## config.mk

```make
export PLATFORM = sky130hd
export DESIGN_NAME = clock_set_controller
export DESIGN_NICKNAME = d
export VERILOG_FILES = /design/src/rtl/clock_set_controller.sv
export SDC_FILE = /design/constraint.sdc
export NUM_CORES = 1
export LEC_CHECK = 0
export BUFFER_PORTS_ARGS = -buffer_cell sky130_fd_sc_hd__buf_2
export CORE_MARGIN = 3
export CORE_UTILIZATION = 45
export CTS_CLUSTER_DIAMETER = 80
export DETAILED_ROUTE_END_ITERATION = 7
export HOLD_SLACK_MARGIN = 0.12
export PLACE_DENSITY = 0.62
export SYNTH_ARGS = -nofsm -noshare
export SYNTH_HDL_FRONTEND = slang
export SYNTH_SLANG_ARGS = --single-unit
```

## constraint.sdc

```tcl
create_clock -name clk -period 4.8 [get_ports clk]
set_input_delay 0.48 -clock clk [delete_from_list [all_inputs] [get_ports clk]]
set_output_delay 0.48 -clock clk [all_outputs]
set_load 0.01 [all_outputs]
```

## src/rtl/clock_set_controller.sv

```systemverilog
// clock_set_controller: MODE/INC button sequencing for setting a clock's hours and minutes.
// MODE walks RUN -> SET_HOURS -> SET_MINUTES -> RUN; INC requests an increment of the field
// being edited; the edited field blinks, and an idle timeout falls back to RUN.
// Optional feature: define CLOCK_SET_AUTO_REPEAT_EN to build auto-repeat on a held INC button.
module clock_set_controller #(
    parameter int unsigned HOLD_CYCLES    = 50_000_000,
    parameter int unsigned REPEAT_CYCLES  = 10_000_000,
    parameter int unsigned BLINK_CYCLES   = 25_000_000,
    parameter int unsigned TIMEOUT_CYCLES = 500_000_000
) (
    input  logic       clk,
    input  logic       rst,
    input  logic       mode_pressed_pulse,
    input  logic       inc_pressed_status,
    input  logic       inc_pressed_pulse,
    output logic [1:0] set_mode,
    output logic       inc_hours_pulse,
    output logic       inc_minutes_pulse,
    output logic       clear_seconds_pulse,
    output logic       blink
);

    localparam int unsigned CNT_W = 32;

    typedef enum logic [1:0] {
        ST_RUN         = 2'b00,
        ST_SET_HOURS   = 2'b01,
        ST_SET_MINUTES = 2'b10
    } state_t;

    state_t           state_q;
    state_t           state_d;
    logic             in_set_c;
    logic             timeout_c;
    logic             state_change_c;
    logic             inc_repeat_c;
    logic             inc_req_c;
    logic             inc_hours_d;
    logic             inc_minutes_d;
    logic             clear_seconds_d;
    logic             blink_d;
    logic [CNT_W-1:0] blink_cnt_q;
    logic [CNT_W-1:0] blink_cnt_d;
    logic [CNT_W-1:0] idle_cnt_q;
    logic [CNT_W-1:0] idle_cnt_d;

    // Set-state qualifier and idle-timeout detection (any input activity counts as not idle)
    assign in_set_c  = (state_q != ST_RUN);
    assign timeout_c = in_set_c && !mode_pressed_pulse && !inc_pressed_pulse &&
                       !inc_pressed_status && (idle_cnt_q == CNT_W'(TIMEOUT_CYCLES - 1));

    // State register
    always_ff @(posedge clk) begin
        if (rst) begin
            state_q <= ST_RUN;
        end else begin
            state_q <= state_d;
        end
    end

    // Next-state logic: MODE steps the sequence and takes priority over the idle timeout
    always_comb begin
        state_d = state_q;
        case (state_q)
            ST_RUN: begin
                if (mode_pressed_pulse) state_d = ST_SET_HOURS;
            end
            ST_SET_HOURS: begin
                if (mode_pressed_pulse) state_d = ST_SET_MINUTES;
                else if (timeout_c)     state_d = ST_RUN;
            end
            ST_SET_MINUTES: begin
                if (mode_pressed_pulse) state_d = ST_RUN;
                else if (timeout_c)     state_d = ST_RUN;
            end
            default: state_d = ST_RUN;
        endcase
    end

    assign state_change_c = (state_d != state_q);

`ifdef CLOCK_SET_AUTO_REPEAT_EN
    localparam logic [CNT_W-1:0] CNT_MAX = '1;

    logic [CNT_W-1:0] hold_cnt_q;
    logic [CNT_W-1:0] hold_cnt_inc_c;
    logic [CNT_W-1:0] rep_cnt_q;
    logic [CNT_W-1:0] rep_cnt_inc_c;
    logic             past_hold_c;
    logic             rep_wrap_c;
    logic             armed_q;

    // Next values of the saturating hold counter and the repeat interval counter
    assign hold_cnt_inc_c = (hold_cnt_q == CNT_MAX) ? CNT_MAX : hold_cnt_q + CNT_W'(1);
    assign rep_cnt_inc_c  = rep_cnt_q + CNT_W'(1);
    assign past_hold_c    = (hold_cnt_inc_c > CNT_W'(HOLD_CYCLES));
    assign rep_wrap_c     = (rep_cnt_inc_c == CNT_W'(REPEAT_CYCLES));

    // Extra increment after HOLD cycles of continuous hold, then every REPEAT cycles
    assign inc_repeat_c = armed_q && inc_pressed_status && !inc_pressed_pulse &&
                          !mode_pressed_pulse &&
                          ((hold_cnt_inc_c == CNT_W'(HOLD_CYCLES)) || (past_hold_c && rep_wrap_c));

    // Hold/repeat counters; arming needs a fresh press inside the current set state
    always_ff @(posedge clk) begin
        if (rst) begin
            hold_cnt_q <= '0;
            rep_cnt_q  <= '0;
            armed_q    <= 1'b0;
        end else begin
            if (mode_pressed_pulse || inc_pressed_pulse || !inc_pressed_status) begin
                hold_cnt_q <= '0;
            end else begin
                hold_cnt_q <= hold_cnt_inc_c;
            end

            if (mode_pressed_pulse || inc_pressed_pulse || !inc_pressed_status ||
                !past_hold_c || rep_wrap_c) begin
                rep_cnt_q <= '0;
            end else begin
                rep_cnt_q <= rep_cnt_inc_c;
            end

            if (state_change_c || !inc_pressed_status) begin
                armed_q <= 1'b0;
            end else if (inc_pressed_pulse && in_set_c) begin
                armed_q <= 1'b1;
            end
        end
    end
`else
    // Single increment per press; hold timing parameters have no effect in this build
    assign inc_repeat_c = 1'b0;

    if ((HOLD_CYCLES == 0) || (REPEAT_CYCLES == 0)) begin : g_repeat_timing_unused
    end
`endif

    // INC is honoured only in set states and is discarded when MODE arrives in the same cycle
    assign inc_req_c = in_set_c && !mode_pressed_pulse && (inc_pressed_pulse || inc_repeat_c);

    // Output and counter next values
    always_comb begin
        inc_hours_d     = 1'b0;
        inc_minutes_d   = 1'b0;
        clear_seconds_d = 1'b0;
        blink_d         = blink;
        blink_cnt_d     = blink_cnt_q;
        idle_cnt_d      = idle_cnt_q + CNT_W'(1);

        if (inc_req_c) begin
            if (state_q == ST_SET_HOURS) inc_hours_d   = 1'b1;
            else                         inc_minutes_d = 1'b1;
        end

        if (mode_pressed_pulse && (state_q == ST_SET_MINUTES)) begin
            clear_seconds_d = 1'b1;
        end

        if (state_change_c || (state_d == ST_RUN)) begin
            blink_d     = 1'b1;
            blink_cnt_d = '0;
        end else if (blink_cnt_q == CNT_W'(BLINK_CYCLES - 1)) begin
            blink_d     = ~blink;
            blink_cnt_d = '0;
        end else begin
            blink_cnt_d = blink_cnt_q + CNT_W'(1);
        end

        if (state_change_c || !in_set_c || mode_pressed_pulse || inc_pressed_pulse ||
            inc_pressed_status) begin
            idle_cnt_d = '0;
        end
    end

    // Registered outputs and counters
    always_ff @(posedge clk) begin
        if (rst) begin
            inc_hours_pulse     <= 1'b0;
            inc_minutes_pulse   <= 1'b0;
            clear_seconds_pulse <= 1'b0;
            blink               <= 1'b1;
            blink_cnt_q         <= '0;
            idle_cnt_q          <= '0;
        end else begin
            inc_hours_pulse     <= inc_hours_d;
            inc_minutes_pulse   <= inc_minutes_d;
            clear_seconds_pulse <= clear_seconds_d;
            blink               <= blink_d;
            blink_cnt_q         <= blink_cnt_d;
            idle_cnt_q          <= idle_cnt_d;
        end
    end

    assign set_mode = state_q;

endmodule

```

==> flow_summary.json <==
{
  "crit_path_end_kind": "register",
  "first_pass_iters": 4,
  "port_buffers": 10,
  "crit_fanout": 32,
  "synth_seq_cells": 70,
  "startpoint": "idle_cnt_q[0]",
  "syn-instance-count": 361,
  "max_freq_ghz": 0.465,
  "grt_pass1_wl_um": 10400,
  "worstSetupPathType": "register to register",
  "grt_overflow": 0,
  "antenna_found_initial": 0,
  "ir_drop_mv": 0.224,
  "cp-start-kind": "register",
  "synth_largest_area_cell": "dfxtp_1",
  "maxSlewHeadroom": 0.399,
  "synth_adder_area_share": 0.00774,
  "detail_route.wl_per_cell_um": 12.7,
  "die_w_um": 90.7,
  "final_util": 0.519,
  "ioPinCount": 11,
  "synth_xor_area_frac": 0.165,
  "arrival_ns": 2.37,
  "outcome": "finished clean",
  "vias": 2433,
  "cts.clk_slew.worst_paths_ns": 0.07,
  "yosysMostFrequentCell": "nor2_1",
  "synth_seq_area_share": 0.434,
  "drv_slew": 0,
  "drt-total-wl_um": 5990,
  "period_minus_slack_ns": 2.15,
  "die_area_um2": 8230,
  "die_h_um": 90.7,
  "p_leak_uw": 0.00109,
  "syn_to_final_growth_pct": 10.2,
  "fp.coreArea_um2": 6870,
  "synth_warnings": 0,
  "synth_compound_area_frac": 0.00619,
  "cts.sink_count": 70,
  "track_usage": 0.155,
  "synth.distinct_cells": 36,
  "initial_core_util": 0.470,
  "ctsLongestPathBuffers": 2,
  "grt_max_degree": 33,
  "finalSetupViolations": 0,
  "worstSkewPairLatency_ns": 0.34,
  "synth-simple-area-share": 0.352,
  "synth_top_family_by_area": "simple AND/OR/NAND/NOR gates",
  "synth_edf_count": 0,
  "cts_resized": 0,
  "holdCritPathClass": "input port to register",
  "vias_per_cell": 5.14,
  "worstReg2RegEnd": "idle_cnt_q[23]",
  "drcViolationCount": 0,
  "hp-start": "rst",
  "h-tree-depth": 3,
  "drtAntennaViolNets": 0,
  "clock_skew_ns": 0.0119,
  "nFillCells": 648,
  "synth_area_leaders": "dfxtp_1 43%, nor2_1 9.1%, xor2_1 8.7%",
  "drv_cap": 0,
  "critical_path_required_ns": 5.02,
  "hpwl_um": 4130,
  "ys.flop_type": "dfxtp_1",
  "rows": 30,
  "nNetsFinal": 379,
  "rsz0062_at_grt": "no",
  "drt_iter0_markers": 88,
  "cts_setup_buffers": 0,
  "diodes": 0,
  "netlist_top_cells_count": "78 x nor2_1, 70 x dfxtp_1, 32 x xor2_1",
  "hold_buffers": 0,
  "root_buffer": "clkbuf_8",
  "cts_tree": "done",
  "r2r-start": "idle_cnt_q[0]",
  "place.gp.congestion": 0.800,
  "crit_end": "idle_cnt_q[23]",
  "finalHoldWorstSlack_ns": 0.358,
  "synthArstFlopShare": 0,
  "detailed_place.area_um2": 3310,
  "power_density_nw_per_um2": 331,
  "netlist.area_leader.share": 0.434,
  "synthMuxAreaShare": 0,
  "cts_buffers": 9,
  "drive_gt1_frac": 0.103,
  "grt_pass1_vias": 2266,
  "syn-num-nets": 368,
  "syn_avg_cell_area_um2": 8.95,
  "power_uw": 1180,
  "worstRegToRegCells": 6,
  "regToRegSetupSlack_ns": 2.65,
  "finalSetupTns_ns": 0,
  "final_area_um2": 3560,
  "timing.final.crit_share": 0.448,
  "tightestPinTransition_ns": 0.893,
  "syn_area_um2": 3230,
  "finalHoldViolations": 0
}
-- worst min-delay path by stage --
stage	to	slack, ns	cells after the start
after floorplan	blink_cnt_q[0]	0.44	1
final	set_mode[0]	0.36	2
after global routing	set_mode[0]	0.34	2
after global placement	idle_cnt_q[0]	0.46	1
after CTS	set_mode[0]	0.33	2
after detailed placement	idle_cnt_q[0]	0.46	1
-- report_power, final --
group / switching (µW) / internal [µW] / total [µW]
clock: 217 / 360 / 578
combinational: 11.4 / 6.25 / 17.7
sequential: 2.25 / 582 / 584
-- cell families after synthesis --
family / count (synthesis)
simple gates: 208
flops: 70
xor+xnor: 61
buf+inv: 17
compound gates: 3
fa+ha+maj: 2
-- worst max-delay path: stages (launching register included) --
cell and delay [ns]:
dfxtp_1 0.39, ha_1 0.26, and4_1 0.23, nand4_1 0.14, or4_4 0.57, nand3_4 0.33
nor2_1 0.10
-- layer usage --
metal  GRT usage  routed length [µm]
met2       0.230                2580
met1       0.209                3090
met3      0.0467                 221
met4      0.0612                  95
met5           0                   0
-- layout by cell type, fill, tap and decap left out, types with 2 or more instances in the layout --
master / instances
nor2_1: 78
dfxtp_1: 70
xor2_1: 32
xnor2_1: 29
nand3_1: 25
nand2_1: 18
nand4_1: 17
nor3_1: 12
clkbuf_8: 10
buf_2: 10
and4_1: 9
and3_1: 8
nor4_1: 8
inv_1: 7
or4_1: 4
nor4b_1: 3
nand4_2: 3
nand2b_1: 3
and2_1: 3
nor3_2: 3
bufinv_16: 3
nor2b_1: 2
or4_4: 2
nor4_2: 2
ha_1: 2
-- layout make-up --
cell class                 count  area (µm²)  area share
timing repair buffer          10        50.0      0.0140
clock buffer                  11         141      0.0397
sequential                    70        1400       0.393
inverter                       7        26.3     0.00738
tap                           96         120      0.0337
clock inverter                 5         106      0.0299
multi-input combinational    274        1720       0.482
-- through the flow --
| stage | cells | setup slack [ns] |
|---|---|---|
| after global routing | 473 | 2.44 |
| after CTS | 473 | 2.63 |
| final | 473 | 2.65 |
| after detailed placement | 457 | 2.53 |
| after floorplan | 361 | 2.90 |
| after global placement | 457 | 2.56 |
-- registers in the layout (all words and copies together) (netlist names) --
| name | flops |
|---|---|
| blink | 1 |
| idle_cnt_q | 32 |
| set_mode | 2 |
| blink_cnt_q | 32 |
| clear_seconds_pulse | 1 |
| inc_hours_pulse | 1 |
| inc_minutes_pulse | 1 |
(Power assumes the default switching activity.)
